### config.mk
export PLATFORM = sky130hd
export DESIGN_NAME = id_stage
export DESIGN_NICKNAME = d
export VERILOG_FILES = /design/src/rtl/id_stage.sv
export SDC_FILE = /design/constraint.sdc
export NUM_CORES = 2
export LEC_CHECK = 0
export CELL_PAD_IN_SITES_DETAIL_PLACEMENT = 1
export CELL_PAD_IN_SITES_GLOBAL_PLACEMENT = 2
export CORE_UTILIZATION = 48
export CTS_CLUSTER_SIZE = 40
export DETAILED_ROUTE_END_ITERATION = 12
export PLACE_DENSITY_LB_ADDON = 0.1
export SYNTH_ARGS = -nofsm -noshare
export SYNTH_HDL_FRONTEND = slang
export SYNTH_SLANG_ARGS = --single-unit
### constraint.sdc
create_clock -name clk -period 5.6 [get_ports clk]
set_input_delay 1.12 -clock clk [delete_from_list [all_inputs] [get_ports clk]]
set_output_delay 1.12 -clock clk [all_outputs]
set_load 0.1 [all_outputs]
### src/rtl/id_stage.sv
// -----------------------------------------------------------------------------
// id_stage -- MIPS-style instruction decode stage
//
// Decodes the instruction held in the IF/ID register and reads two operands
// from a 32x32 register file (r0 reads as zero). It registers the operands,
// the sign-extended immediate, the register indices and the control bits into
// the ID/EX pipeline register. It detects load-use hazards against the
// instruction in ID/EX, stalls fetch and inserts a bubble. It accepts a flush
// from EX and the write-back port from WB.
//
// Configuration macro:
//   REGFILE_BYPASS_EN  defined   : a read of wb_addr (!= 0) while wb_we=1
//                                  returns wb_data in the same cycle
//                      undefined : that read returns the old register value
//
// Ports:
//   clk, rst      rising-edge clock, synchronous active-high reset
//   if_valid, IR  instruction from the IF/ID register and its valid flag
//   flush         squash the instruction in ID (takes priority over stall)
//   wb_we/addr/data  register file write port
//   stall         combinational hold request for PC and IF/ID
//   ex_*          ID/EX register; ex_ctrl = {reg_write, mem_read, mem_write,
//                 alu_src, branch}
// -----------------------------------------------------------------------------
module id_stage #(
   parameter int DATA_W  = 32,
   parameter int REG_NUM = 32,
   parameter int ALUOP_W = 4
) (
   input  logic               clk,
   input  logic               rst,
   input  logic               if_valid,
   input  logic [31:0]        IR,
   input  logic               flush,
   input  logic               wb_we,
   input  logic [4:0]         wb_addr,
   input  logic [DATA_W-1:0]  wb_data,
   output logic               stall,
   output logic               ex_valid,
   output logic [DATA_W-1:0]  ex_rs_data,
   output logic [DATA_W-1:0]  ex_rt_data,
   output logic [DATA_W-1:0]  ex_imm,
   output logic [4:0]         ex_rs,
   output logic [4:0]         ex_rt,
   output logic [4:0]         ex_dest,
   output logic [ALUOP_W-1:0] ex_alu_op,
   output logic [4:0]         ex_ctrl
);

   // Opcodes and R-type function codes
   localparam logic [5:0] OP_RTYPE = 6'h00;
   localparam logic [5:0] OP_BEQ   = 6'h04;
   localparam logic [5:0] OP_ADDI  = 6'h08;
   localparam logic [5:0] OP_LW    = 6'h23;
   localparam logic [5:0] OP_SW    = 6'h2B;

   localparam logic [5:0] FN_ADD = 6'h20;
   localparam logic [5:0] FN_SUB = 6'h22;
   localparam logic [5:0] FN_AND = 6'h24;
   localparam logic [5:0] FN_OR  = 6'h25;
   localparam logic [5:0] FN_SLT = 6'h2A;

   localparam logic [ALUOP_W-1:0] ALU_ADD = ALUOP_W'(0);
   localparam logic [ALUOP_W-1:0] ALU_SUB = ALUOP_W'(1);
   localparam logic [ALUOP_W-1:0] ALU_AND = ALUOP_W'(2);
   localparam logic [ALUOP_W-1:0] ALU_OR  = ALUOP_W'(3);
   localparam logic [ALUOP_W-1:0] ALU_SLT = ALUOP_W'(4);

   typedef struct packed {
      logic reg_write;
      logic mem_read;
      logic mem_write;
      logic alu_src;
      logic branch;
   } ctrl_t;

   localparam ctrl_t CTRL_NOP  = '0;
   localparam ctrl_t CTRL_R    = '{reg_write: 1'b1, default: 1'b0};
   localparam ctrl_t CTRL_ADDI = '{reg_write: 1'b1, alu_src: 1'b1, default: 1'b0};
   localparam ctrl_t CTRL_LW   = '{reg_write: 1'b1, mem_read: 1'b1, alu_src: 1'b1, default: 1'b0};
   localparam ctrl_t CTRL_SW   = '{mem_write: 1'b1, alu_src: 1'b1, default: 1'b0};
   localparam ctrl_t CTRL_BEQ  = '{branch: 1'b1, default: 1'b0};

   // Instruction fields
   logic [5:0] op;
   logic [4:0] rs;
   logic [4:0] rt;
   logic [4:0] rd;
   logic [5:0] funct;

   assign op    = IR[31:26];
   assign rs    = IR[25:21];
   assign rt    = IR[20:16];
   assign rd    = IR[15:11];
   assign funct = IR[5:0];

   // ---------------------------------------------------------------------
   // Decode
   // ---------------------------------------------------------------------
   ctrl_t              dec_ctrl;
   logic [ALUOP_W-1:0] dec_alu_op;
   logic [4:0]         dec_dest;
   logic               dec_uses_rt;
   logic [DATA_W-1:0]  dec_imm;

   assign dec_imm = {{(DATA_W-16){IR[15]}}, IR[15:0]};

   always_comb begin
      // NOTE: every output gets a default first so no path leaves one
      // unassigned, which would infer a latch.
      dec_ctrl    = CTRL_NOP;
      dec_alu_op  = ALU_ADD;
      dec_dest    = rt;
      dec_uses_rt = 1'b0;
      case (op)
         OP_RTYPE: begin
            dec_dest    = rd;
            dec_uses_rt = 1'b1;
            dec_ctrl    = CTRL_R;
            case (funct)
               FN_ADD:  dec_alu_op = ALU_ADD;
               FN_SUB:  dec_alu_op = ALU_SUB;
               FN_AND:  dec_alu_op = ALU_AND;
               FN_OR:   dec_alu_op = ALU_OR;
               FN_SLT:  dec_alu_op = ALU_SLT;
               default: dec_ctrl   = CTRL_NOP;
            endcase
         end
         OP_ADDI: dec_ctrl = CTRL_ADDI;
         OP_LW:   dec_ctrl = CTRL_LW;
         OP_SW: begin
            dec_ctrl    = CTRL_SW;
            dec_uses_rt = 1'b1;
         end
         OP_BEQ: begin
            dec_ctrl    = CTRL_BEQ;
            dec_alu_op  = ALU_SUB;
            dec_uses_rt = 1'b1;
         end
         default: dec_ctrl = CTRL_NOP;
      endcase
   end

   // ---------------------------------------------------------------------
   // Register file: two combinational reads, one write port
   // ---------------------------------------------------------------------
   logic [DATA_W-1:0] regs [REG_NUM];
   logic [DATA_W-1:0] rs_data;
   logic [DATA_W-1:0] rt_data;

   always_ff @(posedge clk) begin
      // NOTE: this memory is explicitly cleared on reset because software
      // relies on every register reading zero after reset; this keeps it
      // in flops rather than a RAM macro.
      if (rst) begin
         for (int i = 0; i < REG_NUM; i++) regs[i] <= '0;
      end else if (wb_we && wb_addr != 5'd0) begin
         // NOTE: sequential state uses non-blocking assignments so every
         // flop samples pre-edge values regardless of statement order.
         regs[wb_addr] <= wb_data;
      end
   end

   always_comb begin
      rs_data = (rs == 5'd0) ? '0 : regs[rs];
      rt_data = (rt == 5'd0) ? '0 : regs[rt];
`ifdef REGFILE_BYPASS_EN
      // Write-before-read: forward the value being written this cycle.
      if (wb_we && wb_addr != 5'd0 && wb_addr == rs) rs_data = wb_data;
      if (wb_we && wb_addr != 5'd0 && wb_addr == rt) rt_data = wb_data;
`endif
   end

   // ---------------------------------------------------------------------
   // Load-use hazard: the load in ID/EX writes a register this instruction
   // reads. A flush squashes the consumer, so there is nothing to wait for.
   // ---------------------------------------------------------------------
   ctrl_t ex_ctrl_q;

   assign ex_ctrl = ex_ctrl_q;

   assign stall = !rst && !flush && if_valid && ex_valid && ex_ctrl_q.mem_read
                  && (ex_dest != 5'd0)
                  && ((ex_dest == rs) || ((ex_dest == rt) && dec_uses_rt));

   // ---------------------------------------------------------------------
   // ID/EX pipeline register
   // ---------------------------------------------------------------------
   always_ff @(posedge clk) begin
      if (rst) begin
         ex_valid   <= 1'b0;
         ex_rs_data <= '0;
         ex_rt_data <= '0;
         ex_imm     <= '0;
         ex_rs      <= '0;
         ex_rt      <= '0;
         ex_dest    <= '0;
         ex_alu_op  <= '0;
         ex_ctrl_q  <= CTRL_NOP;
      end else if (flush || stall) begin
         // Bubble: data fields are left as they are, only the entry is killed.
         ex_valid  <= 1'b0;
         ex_ctrl_q <= CTRL_NOP;
      end else begin
         ex_valid   <= if_valid;
         ex_rs_data <= rs_data;
         ex_rt_data <= rt_data;
         ex_imm     <= dec_imm;
         ex_rs      <= rs;
         ex_rt      <= rt;
         ex_dest    <= dec_dest;
         ex_alu_op  <= dec_alu_op;
         ex_ctrl_q  <= if_valid ? dec_ctrl : CTRL_NOP;
      end
   end

endmodule

==> run summary <==
startpoint kind of the worst setup timing path -> input port
DIE AREA -> 123000 sq um
clock-pin slew on the worst setup and hold paths -> 0.06 ns
xor and xnor fraction of the mapped netlist area -> 0.150%
area fraction of the dominant cell type after synthesis -> 52.6%
final count of negative-setup-slack endpoints -> 0
post-synth cell types -> 50
most common library cell in the layout ignoring fill and taps -> sky130_fd_sc_hd__edfxtp_1
total number of nets in the final design -> 4414
maximum vdd ir drop -> 0.000326 V
power density over cell area -> 320 nW/um^2
floorplan die height -> 351 um
Synth Area per Inst -> 13.6 sq um
share of post-route cells with drive strength above 1 -> 14.9%
Post-DP HPWL -> 128000 um
Max Clk Rate -> 240 MHz
crit path time final -> 4.17 ns
tightest slew margin relative to the limit -> 2.83%
compound-gate portion of the synthesized area -> 8.39%
summed negative setup slack over all endpoints -> 0 ns
Critical-path top delay cell -> sky130_fd_sc_hd__buf_4
master cell of the clock root buffer -> sky130_fd_sc_hd__clkbuf_16
Cell Count Post-Placement -> 5816
PostCTS Resize Cnt -> 0
post-detailed-route via-to-cell ratio -> 6.63
Leakage -> 24.4 nW
highest net fanout along the worst path -> 35
number of buffers added to fix hold violations after cts -> 0
most used cells in the layout excluding fill and tap cells -> sky130_fd_sc_hd__edfxtp_1 (1024), sky130_fd_sc_hd__and2_1 (992), sky130_fd_sc_hd__mux2i_1 (539)
area added between synthesis and finish -> 13.4%
most numerous cell on the critical path -> sky130_fd_sc_hd__buf_4
overall overflow remaining after global route -> 0
peak per-stage delay on the critical path -> 0.57 ns
number of flops mapped to enable cells by yosys -> 1024
main flop type after synthesis -> sky130_fd_sc_hd__edfxtp_1
type of the setup path with the least slack -> in2out
synthesized-area fraction occupied by adder cells -> 0%
Post-CTS Setup Bufs -> 0
DRC violation total after the first TritonRoute iteration -> 4128
number of buffers inserted during clock tree synthesis -> 134
count of pins over their slew limit -> 0
crit path DAT -> 3.05 ns
via total after detailed routing -> 40100
effective utilization at floorplan -> 48.6%
clock skew after layout -> 0.0310 ns
insertion delay to the later sink of the worst-skew pair -> 0.75 ns
last weighted congestion value of the routability-driven placer -> 0.838
Bufs on Longest Clock Path -> 3
Avg WL per Cell -> 35.1 um
clock net sink count -> 1128
cell taking the most area after synthesis -> sky130_fd_sc_hd__edfxtp_1
warnings from Yosys -> 0
standard-cell row count -> 127
post-route worst setup slack -> 1.43 ns
IO Count -> 196
outcome -> completed
first-pass GRT wire length -> 302000 um
pin count of the biggest net entering global routing -> 88
number of cells in the finished layout apart from fillers -> 6056
endpoint required time on the critical path -> 4.48 ns
CP Capture Type -> primary output
path type of the worst min-delay path -> reg2reg
DP Worst Slack -> 0.991 ns
simple-gate share of the synthesized area -> 12.8%
Routed Wire Length -> 212000 um
endpoints failing hold -> 0
number of antenna violations at the first check in global routing -> 7
TritonCTS clock tree -> built
register bit count reported by yosys -> 1128
proportion of synthesized flip-flops having asynchronous set or reset -> 0%
htree depth -> 4
Worst Max-Slew Pin Slew -> 1.45 ns
number of search-and-repair iterations in the first detailed-routing pass -> 5
core footprint -> 120000 sq um
count of input and output buffers -> 194
Seq/Total Area, Yosys -> 56.1%
RSZ-0062 raised after global routing -> false
Mapped Cells -> 4300
DRC Markers -> 0
remaining antenna violation count after routing -> 0
via count of the first global-routing pass -> 41700
share of the clock period used by the worst path after layout -> 74.5%
Chip Width -> 351 um
main combinational cell family by area after synthesis -> multiplexers
global router's overall resource usage -> 34.6%
portion of netlist area occupied by mux cells -> 19.2%
max-cap violations -> 0
cells along the critical path -> buf_4 -> xor2_1 -> nor4_1 -> and3_1 -> o21ai_4 -> inv_1 -> buf_4
netlist area before placement -> 58500 sq um
largest cells by area after synthesis -> sky130_fd_sc_hd__edfxtp_1 (53%), sky130_fd_sc_hd__and2_1 (11%), sky130_fd_sc_hd__mux4_2 (10%)
[flip-flops by register name, indices dropped and copies added (netlist names)]
signal      flops
regs         1024
ex_rs_data     32
ex_rt_data     32
ex_imm         16
ex_ctrl         5
ex_dest         5
ex_rs           5
ex_rt           5
ex_alu_op       3
ex_valid        1
[cell usage after synthesis, drive strengths merged (4+ instances only)]
cell type,instances
nor2b,6
nor2,80
buf,119
o21bai,31
and2,994
nor3,7
inv,7
a21oi,64
a221oi,249
and3,36
clkbuf,338
nand4,4
or2,31
xor2,8
nand3b,8
a22oi,120
edfxtp,1024
o21ai,102
nand2,62
mux2i,539
a211o,31
dfxtp,104
a32o,5
mux4,260
a211oi,6
a221o,34
[path summary, 6_finish.rpt]
| path | depth (start not counted) | endpoint | startpoint | slack (ns) |
|---|---|---|---|---|
| worst max-delay path | 7 | stall | IR[18] | 1.43 |
| worst min-delay path | 1 | ex_rt_data[4]$_SDFFE_PP0N_ | ex_rt_data[4]$_SDFFE_PP0N_ | 0.47 |
| worst max register to register | 7 | ex_ctrl[1]$_SDFF_PP0_ | ex_dest[0]$_SDFFE_PP0N_ | 2.38 |
| worst min register to register | 1 | ex_rt_data[4]$_SDFFE_PP0N_ | ex_rt_data[4]$_SDFFE_PP0N_ | 0.47 |
[routing by layer]
| metal | share of wire, % | global-route usage, % | up-vias |
|---|---|---|---|
| met3 | 8.2 | 6.41 | 414 |
| li1 | - | - | 16500 |
| met1 | 39 | 44.7 | 21300 |
| met5 | 0.015 | 0 | - |
| met2 | 48 | 56.9 | 1918 |
| met4 | 4.6 | 15.0 | 2 |
[critical path, delay by kind of cell]
family	cells	cell delay, ns
buf+inv	3	0.92
compound gates	1	0.06
xor+xnor	1	0.14
simple gates	2	0.77
[power by group]
group	internal, mW	total, mW	leakage, nW	switching [mW]
logic	0.960	2.92	11.8	1.96
clock network	4.81	8.31	1.99	3.50
registers	9.66	9.98	10.6	0.312
total	15.4	21.2	24.4	5.77
[cell type report]
cell class,instances,area (sq um)
Fill cell,11700,54100
Sequential cell,1128,32800
Multi-Input combinational cell,2740,24200
Clock buffer,186,3730
Timing Repair Buffer,329,3210
Tap cell,1612,2020
Clock inverter,50,335
Inverter,7,31.3
Antenna cell,4,10.0
[stage by stage]
stage | utilization (%) | power (mW) | cell area (sq um) | hold slack [ns]
2_1_floorplan | - | 11.9 | 58600 | 0.781
3_3_place_gp | 51.7 | 13.0 | 62300 | 0.449
3_5_place_dp | 51.7 | 13.0 | 62300 | 0.456
4_1_cts | 55.1 | 21.3 | 66300 | 0.465
5_1_grt | 55.1 | 21.7 | 66300 | 0.480
6_report | 55.1 | 21.2 | 66300 | 0.466
[cell families after synthesis]
family                    count (synthesis)
and+or+nand+nor                        1249
other                                     1
AOI/OAI and AO/OA                       649
muxes                                   799
xor gates and xnor gates                 10
DFF                                    1128
buffers and inverters                   464
Power figures use the tool's default switching activity.
